## config.mk

```make
export PLATFORM = sky130hd
export DESIGN_NAME = convmax_seq_flat
export DESIGN_NICKNAME = d
export VERILOG_FILES = /design/src/rtl/convmax_seq_if.sv /design/src/rtl/convmax_seq.sv /design/src/flat_wrapper.sv
export SDC_FILE = /design/constraint.sdc
export NUM_CORES = 2
export LEC_CHECK = 0
export ABC_CLOCK_PERIOD_IN_PS = 65300
export CAP_MARGIN = 15
export CORE_MARGIN = 1
export CORE_UTILIZATION = 35
export CTS_BUF_LIST = sky130_fd_sc_hd__clkbuf_4 sky130_fd_sc_hd__clkbuf_8 sky130_fd_sc_hd__clkbuf_16
export CTS_CLUSTER_SIZE = 10
export DETAILED_ROUTE_END_ITERATION = 10
export SYNTH_ARGS = -nofsm -noshare
export SYNTH_HDL_FRONTEND = slang
export SYNTH_SLANG_ARGS = --single-unit
```

## constraint.sdc

```tcl
create_clock -name clk -period 65.3 [get_ports clk]
set_input_delay 9.795 -clock clk [delete_from_list [all_inputs] [get_ports clk]]
set_output_delay 9.795 -clock clk [all_outputs]
set_load 0.01 [all_outputs]
```

## src/rtl/convmax_seq_if.sv

```systemverilog
`default_nettype none
// ============================================================================
//  Module  : convmax_seq_if
//  Brief   : Request/result bundle between a line-buffer master and the
//            convmax_seq peak finder.
//  Revision: 1.0  initial release
// ============================================================================
interface convmax_seq_if #(
    parameter int NPIX   = 120,
    parameter int TAPS   = 8,
    parameter int PIX_W  = 8,
    parameter int COEF_W = 8,
    parameter int ACC_W  = PIX_W + COEF_W + $clog2(TAPS),
    parameter int POS_W  = ((NPIX - TAPS + 1) > 1) ? $clog2(NPIX - TAPS + 1) : 1
);
    logic                     start;
    logic [NPIX*PIX_W-1:0]    indata;
    logic [TAPS*COEF_W-1:0]   gauss;
    logic [ACC_W-1:0]         threshold;
    logic                     ready;
    logic                     done;
    logic [ACC_W-1:0]         maxval;
    logic [POS_W-1:0]         maxpos;
    logic                     found;

    modport master (
        output start, indata, gauss, threshold,
        input  ready, done, maxval, maxpos, found
    );

    modport slave (
        input  start, indata, gauss, threshold,
        output ready, done, maxval, maxpos, found
    );
endinterface
`default_nettype wire

```

## src/rtl/convmax_seq.sv

```systemverilog
`default_nettype none
// ============================================================================
//  Module  : convmax_seq
//  Brief   : Sequential laser-line peak finder. Slides a TAPS-wide kernel
//            across one sensor line, one window per clock, through a
//            registered MAC stage and a running-maximum compare stage.
//  Revision: 1.0  initial release
// ============================================================================
module convmax_seq #(
    parameter int NPIX   = 120,
    parameter int TAPS   = 8,
    parameter int PIX_W  = 8,
    parameter int COEF_W = 8,
    parameter int ACC_W  = PIX_W + COEF_W + $clog2(TAPS),
    parameter int POS_W  = ((NPIX - TAPS + 1) > 1) ? $clog2(NPIX - TAPS + 1) : 1
) (
    input  logic           clk,
    input  logic           reset,
    convmax_seq_if.slave   bus
);

    localparam int NWIN   = NPIX - TAPS + 1;
    localparam int IDX_W  = (NPIX > 1) ? $clog2(NPIX) : 1;
    localparam int PROD_W = PIX_W + COEF_W;

    typedef enum logic [1:0] {
        S_IDLE  = 2'd0,
        S_SCAN  = 2'd1,
        S_DRAIN = 2'd2,
        S_DONE  = 2'd3
    } state_t;

    state_t              r_state;
    state_t              w_state_nxt;
    logic                w_accept;

    // Snapshot of the request taken on the accepting edge
    logic [PIX_W-1:0]    r_pix  [NPIX];
    logic [COEF_W-1:0]   r_coef [TAPS];
    logic [ACC_W-1:0]    r_thr;

    // Window issue index
    logic [POS_W-1:0]    r_k;

    // Stage 1: registered window response
    logic                r_s1_vld;
    logic [ACC_W-1:0]    r_s1_val;
    logic [POS_W-1:0]    r_s1_k;

    // Stage 2: running maximum
    logic [ACC_W-1:0]    r_max;
    logic [POS_W-1:0]    r_pos;

    // Published results
    logic [ACC_W-1:0]    r_maxval;
    logic [POS_W-1:0]    r_maxpos;
    logic                r_found;

    logic [ACC_W-1:0]    w_win;
    logic [PROD_W-1:0]   w_prod;
    logic [IDX_W-1:0]    w_idx;
    logic                w_take;
    logic [ACC_W-1:0]    w_max_nxt;
    logic [POS_W-1:0]    w_pos_nxt;

    // Next-state decode; a start is honoured in IDLE and in the DONE cycle
    always_comb begin
        w_state_nxt = r_state;
        w_accept    = 1'b0;
        case (r_state)
            S_IDLE: begin
                if (bus.start) begin
                    w_accept    = 1'b1;
                    w_state_nxt = S_SCAN;
                end
            end
            S_SCAN: begin
                if (r_k == POS_W'(NWIN - 1)) begin
                    w_state_nxt = S_DRAIN;
                end
            end
            S_DRAIN: begin
                w_state_nxt = S_DONE;
            end
            S_DONE: begin
                if (bus.start) begin
                    w_accept    = 1'b1;
                    w_state_nxt = S_SCAN;
                end else begin
                    w_state_nxt = S_IDLE;
                end
            end
            default: begin
                w_state_nxt = S_IDLE;
            end
        endcase
    end

    // Window k response: sum of pixel[k+j] * coef[j]; ACC_W cannot overflow
    always_comb begin
        w_win  = '0;
        w_prod = '0;
        w_idx  = '0;
        for (int j = 0; j < TAPS; j++) begin
            w_idx  = IDX_W'(r_k) + IDX_W'(j);
            w_prod = PROD_W'(r_pix[w_idx]) * PROD_W'(r_coef[j]);
            w_win  = w_win + ACC_W'(w_prod);
        end
    end

    // Strict greater-than keeps the lowest index on ties; window 0 always loads
    always_comb begin
        w_take    = r_s1_vld && ((r_s1_k == '0) || (r_s1_val > r_max));
        w_max_nxt = w_take ? r_s1_val : r_max;
        w_pos_nxt = w_take ? r_s1_k   : r_pos;
    end

    // Request snapshot; only meaningful after an accept, so no reset needed
    always_ff @(posedge clk) begin
        if (w_accept) begin
            for (int i = 0; i < NPIX; i++) begin
                r_pix[i] <= bus.indata[i*PIX_W +: PIX_W];
            end
            for (int j = 0; j < TAPS; j++) begin
                r_coef[j] <= bus.gauss[j*COEF_W +: COEF_W];
            end
        end
    end

    // Control, pipeline and result registers
    always_ff @(posedge clk) begin
        if (reset) begin
            r_state  <= S_IDLE;
            r_thr    <= '0;
            r_k      <= '0;
            r_s1_vld <= 1'b0;
            r_s1_val <= '0;
            r_s1_k   <= '0;
            r_max    <= '0;
            r_pos    <= '0;
            r_maxval <= '0;
            r_maxpos <= '0;
            r_found  <= 1'b0;
        end else begin
            r_state  <= w_state_nxt;
            r_s1_vld <= (r_state == S_SCAN);

            if (r_state == S_SCAN) begin
                r_s1_val <= w_win;
                r_s1_k   <= r_k;
                r_k      <= r_k + POS_W'(1);
            end

            if (w_accept) begin
                r_thr <= bus.threshold;
                r_k   <= '0;
                r_max <= '0;
                r_pos <= '0;
            end else begin
                r_max <= w_max_nxt;
                r_pos <= w_pos_nxt;
            end

            // The last compare lands on the edge entering DONE, so publish
            // the post-compare values directly
            if (r_state == S_DRAIN) begin
                r_maxval <= w_max_nxt;
                r_maxpos <= w_pos_nxt;
                r_found  <= (w_max_nxt >= r_thr);
            end
        end
    end

    assign bus.ready  = (r_state == S_IDLE) || (r_state == S_DONE);
    assign bus.done   = (r_state == S_DONE);
    assign bus.maxval = r_maxval;
    assign bus.maxpos = r_maxpos;
    assign bus.found  = r_found;

endmodule
`default_nettype wire

```

## src/flat_wrapper.sv

```systemverilog
// flat-port wrapper written by rule: the top's interface ports become plain ports
module convmax_seq_flat 
#(
    parameter int NPIX   = 120,
    parameter int TAPS   = 8,
    parameter int PIX_W  = 8,
    parameter int COEF_W = 8,
    parameter int ACC_W  = PIX_W + COEF_W + $clog2(TAPS),
    parameter int POS_W  = ((NPIX - TAPS + 1) > 1) ? $clog2(NPIX - TAPS + 1) : 1
)
  (clk, reset, bus_start, bus_indata, bus_gauss, bus_threshold, bus_ready, bus_done, bus_maxval, bus_maxpos, bus_found);
  convmax_seq_if #(.NPIX(NPIX), .TAPS(TAPS), .PIX_W(PIX_W), .COEF_W(COEF_W), .ACC_W(ACC_W), .POS_W(POS_W)) bus_i ();
  input  logic clk;
  input  logic reset;
  input wire logic [$bits(bus_i.start)-1:0] bus_start;
  input wire logic [$bits(bus_i.indata)-1:0] bus_indata;
  input wire logic [$bits(bus_i.gauss)-1:0] bus_gauss;
  input wire logic [$bits(bus_i.threshold)-1:0] bus_threshold;
  output wire logic [$bits(bus_i.ready)-1:0] bus_ready;
  output wire logic [$bits(bus_i.done)-1:0] bus_done;
  output wire logic [$bits(bus_i.maxval)-1:0] bus_maxval;
  output wire logic [$bits(bus_i.maxpos)-1:0] bus_maxpos;
  output wire logic [$bits(bus_i.found)-1:0] bus_found;
  assign bus_i.start = bus_start;
  assign bus_i.indata = bus_indata;
  assign bus_i.gauss = bus_gauss;
  assign bus_i.threshold = bus_threshold;
  assign bus_ready = bus_i.ready;
  assign bus_done = bus_i.done;
  assign bus_maxval = bus_i.maxval;
  assign bus_maxpos = bus_i.maxpos;
  assign bus_found = bus_i.found;
  convmax_seq #(.NPIX(NPIX), .TAPS(TAPS), .PIX_W(PIX_W), .COEF_W(COEF_W), .ACC_W(ACC_W), .POS_W(POS_W)) u_core (.clk(clk), .reset(reset), .bus(bus_i));
endmodule
```

# After elaboration in Yosys (flattened, before gate mapping)
# Memory sizes are Yosys's and may differ from the RTL's. A register that Yosys moved wholly into a read port is not among the register bits.
# Index checks and enable logic that the tools add are counted.
# op_classes
muxes	12
n_addsub	14
mul	8
reduce_logical	8
n_eq_ne	6
magnitude_cmp	2
# ops
cell	n
$mul A8 B8 Y16	8
$add A19 B16 Y19	6
$add A7 B3 Y7 const B	4
$mux W7	3
$ge A19 B19 Y1	1
$gt A19 B19 Y1	1
$mux W19	1
$add A16 B16 Y17	1
$add A7 B2 Y7 const B	2
$pmux W2 S4	1
$add A7 B1 Y7 const B	1
$eq A7 B7 Y1 const B	1
$logic_not A7 Y1	1
$mux W1	5
$eq A2 B2 Y1 const B	2
$mux W2	2
$reduce_or A2 Y1	2
$eq A2 B1 Y1 const B	1
$logic_not A2 Y1	1
$logic_or A1 B1 Y1	2
$ne A2 B1 Y1 const B	1
$ne A2 B2 Y1 const B	1
$reduce_and A2 Y1	1
$logic_and A1 B1 Y1	1
# word_totals
ff_bits	108
input_bits	1046
word_cells	63
output_inout_bits	29
ram_bits	1024
memories	2
# memory_table
memory	words	word_bits	read_ports	rd_ports_with_merged_regs	write_ports	line_no	source
u_core.r_pix	120	8	8	1	120	convmax_seq.sv:38	logic [PIX_W-1:0] r_pix [NPIX];
u_core.r_coef	8	8	8	0	8	convmax_seq.sv:39	logic [COEF_W-1:0] r_coef [TAPS];

# Depth between registers and ports, before layout
# An unclocked memory read counts as a cell.
# logic_depth
depth_word	10
ltp_mapped	62
mapped_depth_nobuf	49

# Least setup slack after synthesis
# OpenSTA, ideal clock, no wires.
# synth_timing
kind	input port to flip-flop
startpoint	input port bus_start
endpoint	memory u_core.r_coef[0][0] (enable)
required_ps	63503
cell_stages	3
setup_time_ps	1797
arrival_time_ps	37719
n_path_buf	1
slack_ps	25783
path_cell_list	nand2_1 inv_1 clkbuf_1
# synth_rtl
item	line_no	source
from (decl)	flat_wrapper.sv:15	input wire logic [$bits(bus_i.start)-1:0] bus_start;
to (decl)	convmax_seq.sv:39	

# Worst setup path in the final report
# layout_timing
startpoint	register u_core.r_k[0]
endpoint	register u_core.r_s1_val[15]
# layout_via
elab_chain_len	10
word_cells_on_any_way	22
cone_classes	add/sub: 14; mul: 7; memory: 1
# layout_lines
item	line_no	source
from (decl)	convmax_seq.sv:43	logic [POS_W-1:0] r_k;
from (signal assigned)	convmax_seq.sv:151	r_k <= r_k + POS_W'(1);
$add A7 B1 Y7	convmax_seq.sv:105	w_idx = IDX_W'(r_k) + IDX_W'(j);
$mem_v2 Z120 W8 *	-	
$mul A8 B8 Y16	convmax_seq.sv:106	w_prod = PROD_W'(r_pix[w_idx]) * PROD_W'(r_coef[j]);
$add A16 B16 Y17	convmax_seq.sv:107	w_win = w_win + ACC_W'(w_prod);
$add A19 B16 Y19 (5 in a row)	convmax_seq.sv:107	
$add A19 B16 Y19 *	convmax_seq.sv:107	
to (signal assigned)	convmax_seq.sv:149	r_s1_val <= w_win;
to (decl)	convmax_seq.sv:47	logic [ACC_W-1:0] r_s1_val;
# Mark *: on every way between the ends. The rest lies on a longest branch, timed or not.
# A chain may end at the register's enable or synchronous reset.

==> results.ini <==
[cells_and_area]
multi_input_area_sq_mm=0.0614
layout.cells.non_filler=12183
layout-drive-gt1-share_pct=22.1
nets=10158
seq_area_sq_mm=0.0331
area_growth_pct=19.2
fill_cells=25908

[critical_path]
cp-end-kind=register
reg2reg_depth=47
rr_endpoint=u_core.r_s1_val[15]
cp.required_ns=66.03
worstSetupPathType=register to register
worstReg2RegStart=u_core.r_k[0]
crit_path_max_fanout=112
cp_data_arrival_time_ns=17.44
r2r_slack_ns=48.59
crit_path_frequent_cell=fa_1
slowest_stage=buf_4
worst_path_largest_cell_delay_ns=0.80
startpoint_type=register

[logic_synthesis]
synth-main-ff-cell=edfxtp_1
synth-edff-count=1024
synth_top_family_by_area=multiplexers
synthMuxAreaShare_pct=33.4
synth-xor-area-share_pct=0.642
synthAdderAreaFrac_pct=13.1
synth_seq_cells=1139
syn_area_sq_mm=0.0991
synthCells=7511
synth_compound_area_share_pct=3.50
synth_simple_gate_area_share_pct=10.8
synthArstFlopShare_pct=0
syn-num-nets=9316
ys_types=80
ys_seq_area_share_pct=33.3
yosys_warnings=0
avgSynthCellArea_sq_um=13.2

[clocking]
htree_num_levels=4
postCtsSetupBuffers=0
root_buffer=clkbuf_16
postCtsResizedCells=0
cts_max_path_buffers=4
cts_sinks=1139
cts_tree=yes
cts_buffers=149
path_clk_slew_ns=0.07
cts_hold_buf=0
worstSkewPairLatency_ns=0.91

[route]
drtAntennaViolNets=0
drt_first_pass_iters=10
drtIter0Drc=13492
viasPerCell=6.62
wirelength_microns=489000
wl_per_cell_microns=40.2
post-route-drc-count=0
vias=80625

[status]
status=finished, final reports clean

[timing]
rsz0062_at_grt=no
finalHoldViolations=0
fmax_mhz=59.8
max-slew-margin-rel_pct=10.5
skew_ns=0.0890
period_share_pct=25.6
tns_ns=0
tightest_slew_ns=1.33
finalMaxSlewViolations=0
setup_viol=0
period_minus_slack_ns=16.71

[min_path]
holdPathStages=2
min_to=u_core.r_thr[8]
hp-start=u_core.r_thr[8]
hold_path_class=register to register

[floorplanning]
die_h_microns=534
die_w_microns=534
start_util_pct=35.1
fp-row-count=195
io_pins=1075
core_sq_mm=0.282
design.die.area_sq_mm=0.285

[place]
hpwl_microns=387000
place.gp.congestion=1.06
place_inst=11945
port_buffers=1074

[global_route]
grt_max_degree=163
grt_pass1_wl_microns=655000
antenna_found_initial=84
grt_pass1_vias=77600
grt_use_total_pct=33.6
grt_overflow_total=0

[flow_run]
drv_cap=0

-- worst max-delay path, delay by kind of cell (launching register included) --
kind                     cells  cell delay, ns
AND/OR/NAND/NOR              4            0.96
multiplexers                 2            1.14
buffers and inverters       14            3.47
adder cells (fa/ha/maj)     16            7.53
XOR/XNOR                     1            0.16
flip-flops                   1            0.72
AO/OA/AOI/OAI               10            2.39
-- sequential cells by signal, summed over array words and instances (netlist names), named ones only --
signal and count:
u_core.r_s1_k 7, u_core.bus.maxval 19, u_core.r_max 19, u_core.r_coef 64, u_core.r_pix 960, u_core.r_state 2
u_core.r_k 7, u_core.bus.found 1, u_core.bus.maxpos 7, u_core.r_s1_val 19, u_core.r_pos 7, u_core.r_thr 19
u_core.r_s1_vld 1
-- worst max-delay path by stage --
stage / startpoint / end / slack, ns / cells past startpoint
floorplan: bus_start / u_core.r_coef[0][0] / 25.78 / 3
global placement: u_core.r_k[0] / u_core.r_s1_val[15] / 48.84 / 46
detailed placement: u_core.r_k[0] / u_core.r_s1_val[15] / 48.66 / 47
CTS: u_core.r_k[0] / u_core.r_s1_val[15] / 48.58 / 47
global route: u_core.r_k[0] / u_core.r_s1_val[15] / 47.61 / 46
finish: u_core.r_k[0] / u_core.r_s1_val[15] / 48.59 / 47
-- cells by family (layout without fill, tap and decap cells) --
| group | count (synthesis) | after routing |
|---|---|---|
| flip-flops | 1139 | 1139 |
| buffers and inverters | 1183 | 2090 |
| AO/OA/AOI/OAI | 499 | 499 |
| adder cells (fa/ha/maj) | 759 | 759 |
| multiplexers | 1544 | 1544 |
| AND/OR/NAND/NOR | 2316 | 2316 |
| other | 0 | 22 |
| XOR/XNOR | 71 | 71 |
-- metal layers --
layer / up-vias / share of wire, % / track usage, %
li1: 30569 / - / -
met1: 41730 / 36 / 43.2
met2: 7051 / 43 / 49.4
met3: 1227 / 14 / 11.2
met4: 48 / 7.1 / 20.0
met5: - / 0.068 / 0
-- Yosys cell counts, drive strengths merged (4+ instances only) --
cell type,n,area share (%)
o31a,4,0.035
o21a,9,0.068
edfxtp,1024,31
inv,635,2.4
a21o,25,0.19
a22o,4,0.035
nor3,25,0.13
a21oi,79,0.41
a32oi,56,0.49
xor2,24,0.21
and2,193,1.2
o311ai,4,0.035
nand2b,54,0.34
nor2b,138,0.87
mux2i,138,1.4
a22oi,13,0.10
a41oi,9,0.080
a31oi,78,0.50
nor4,7,0.057
o21ai,55,0.28
nand2,1194,4.5
nor2,147,0.56
mux4,1405,32
nand3,367,1.9
or3,7,0.044
dfxtp,115,2.3
ha,294,3.7
o21bai,9,0.068
and3,14,0.088
o31ai,13,0.098
xnor2,47,0.43
buf,302,1.9
nand4,154,0.97
clkbuf,245,0.93
a32o,5,0.050
o22ai,33,0.21
a211oi,39,0.30
o211ai,23,0.17
a221oi,14,0.12
o211a,6,0.061
fa,465,9.4
-- per-stage QoR --
stage,instance area [sq um],util [%],hold WS [ns],worst slack (ns)
finish,118000,41.9,0.460,48.59
global route,118000,41.9,0.478,47.61
CTS,118000,41.9,0.458,48.58
detailed placement,114000,40.3,0.448,48.66
global placement,114000,40.3,0.446,48.84
floorplan,99100,-,0.436,25.78
-- cell usage in the layout (no fill, tap or decap), types with 9 or more instances in the layout --
cell type and n:
mux4_2 1391, nand2_1 1194, clkdlybuf4s50_1 1073, edfxtp_1 1024
inv_1 631, fa_1 465, nand3_1 367, ha_1 289
and2_1 193, buf_4 156, nand4_1 154, clkbuf_16 154
nor2_1 138, mux2i_1 138, nor2b_1 137, dfxtp_1 106
a21oi_1 77, a31oi_1 76, a32oi_1 56, nand2b_1 54
o21ai_0 48, a211oi_1 39, xnor2_1 31, o22ai_1 30
a21o_1 24, o211ai_1 23, diode_2 22, nor3_1 22
clkbuf_4 21, xor2_1 16, xnor2_2 14, and3_1 14
a221oi_1 14, clkinv_2 13, a22oi_1 12, mux4_1 10
o21a_1 9, o21bai_1 9, a41oi_1 9, o31ai_4 9
-- cell type report --
class                   instances  area share, %
diodes                         22         0.0466
repair buffers               1238           10.2
clock inverters                40          0.373
flip-flops and latches       1139           28.0
inverters                     636           2.03
multi-input cells            5189           52.0
clock buffers                 176           3.41
well taps                    3743           3.96
Power is left out: the tool's default activity adds up to more than one toggle a clock period on the data nets, which glitch-free logic cannot reach.
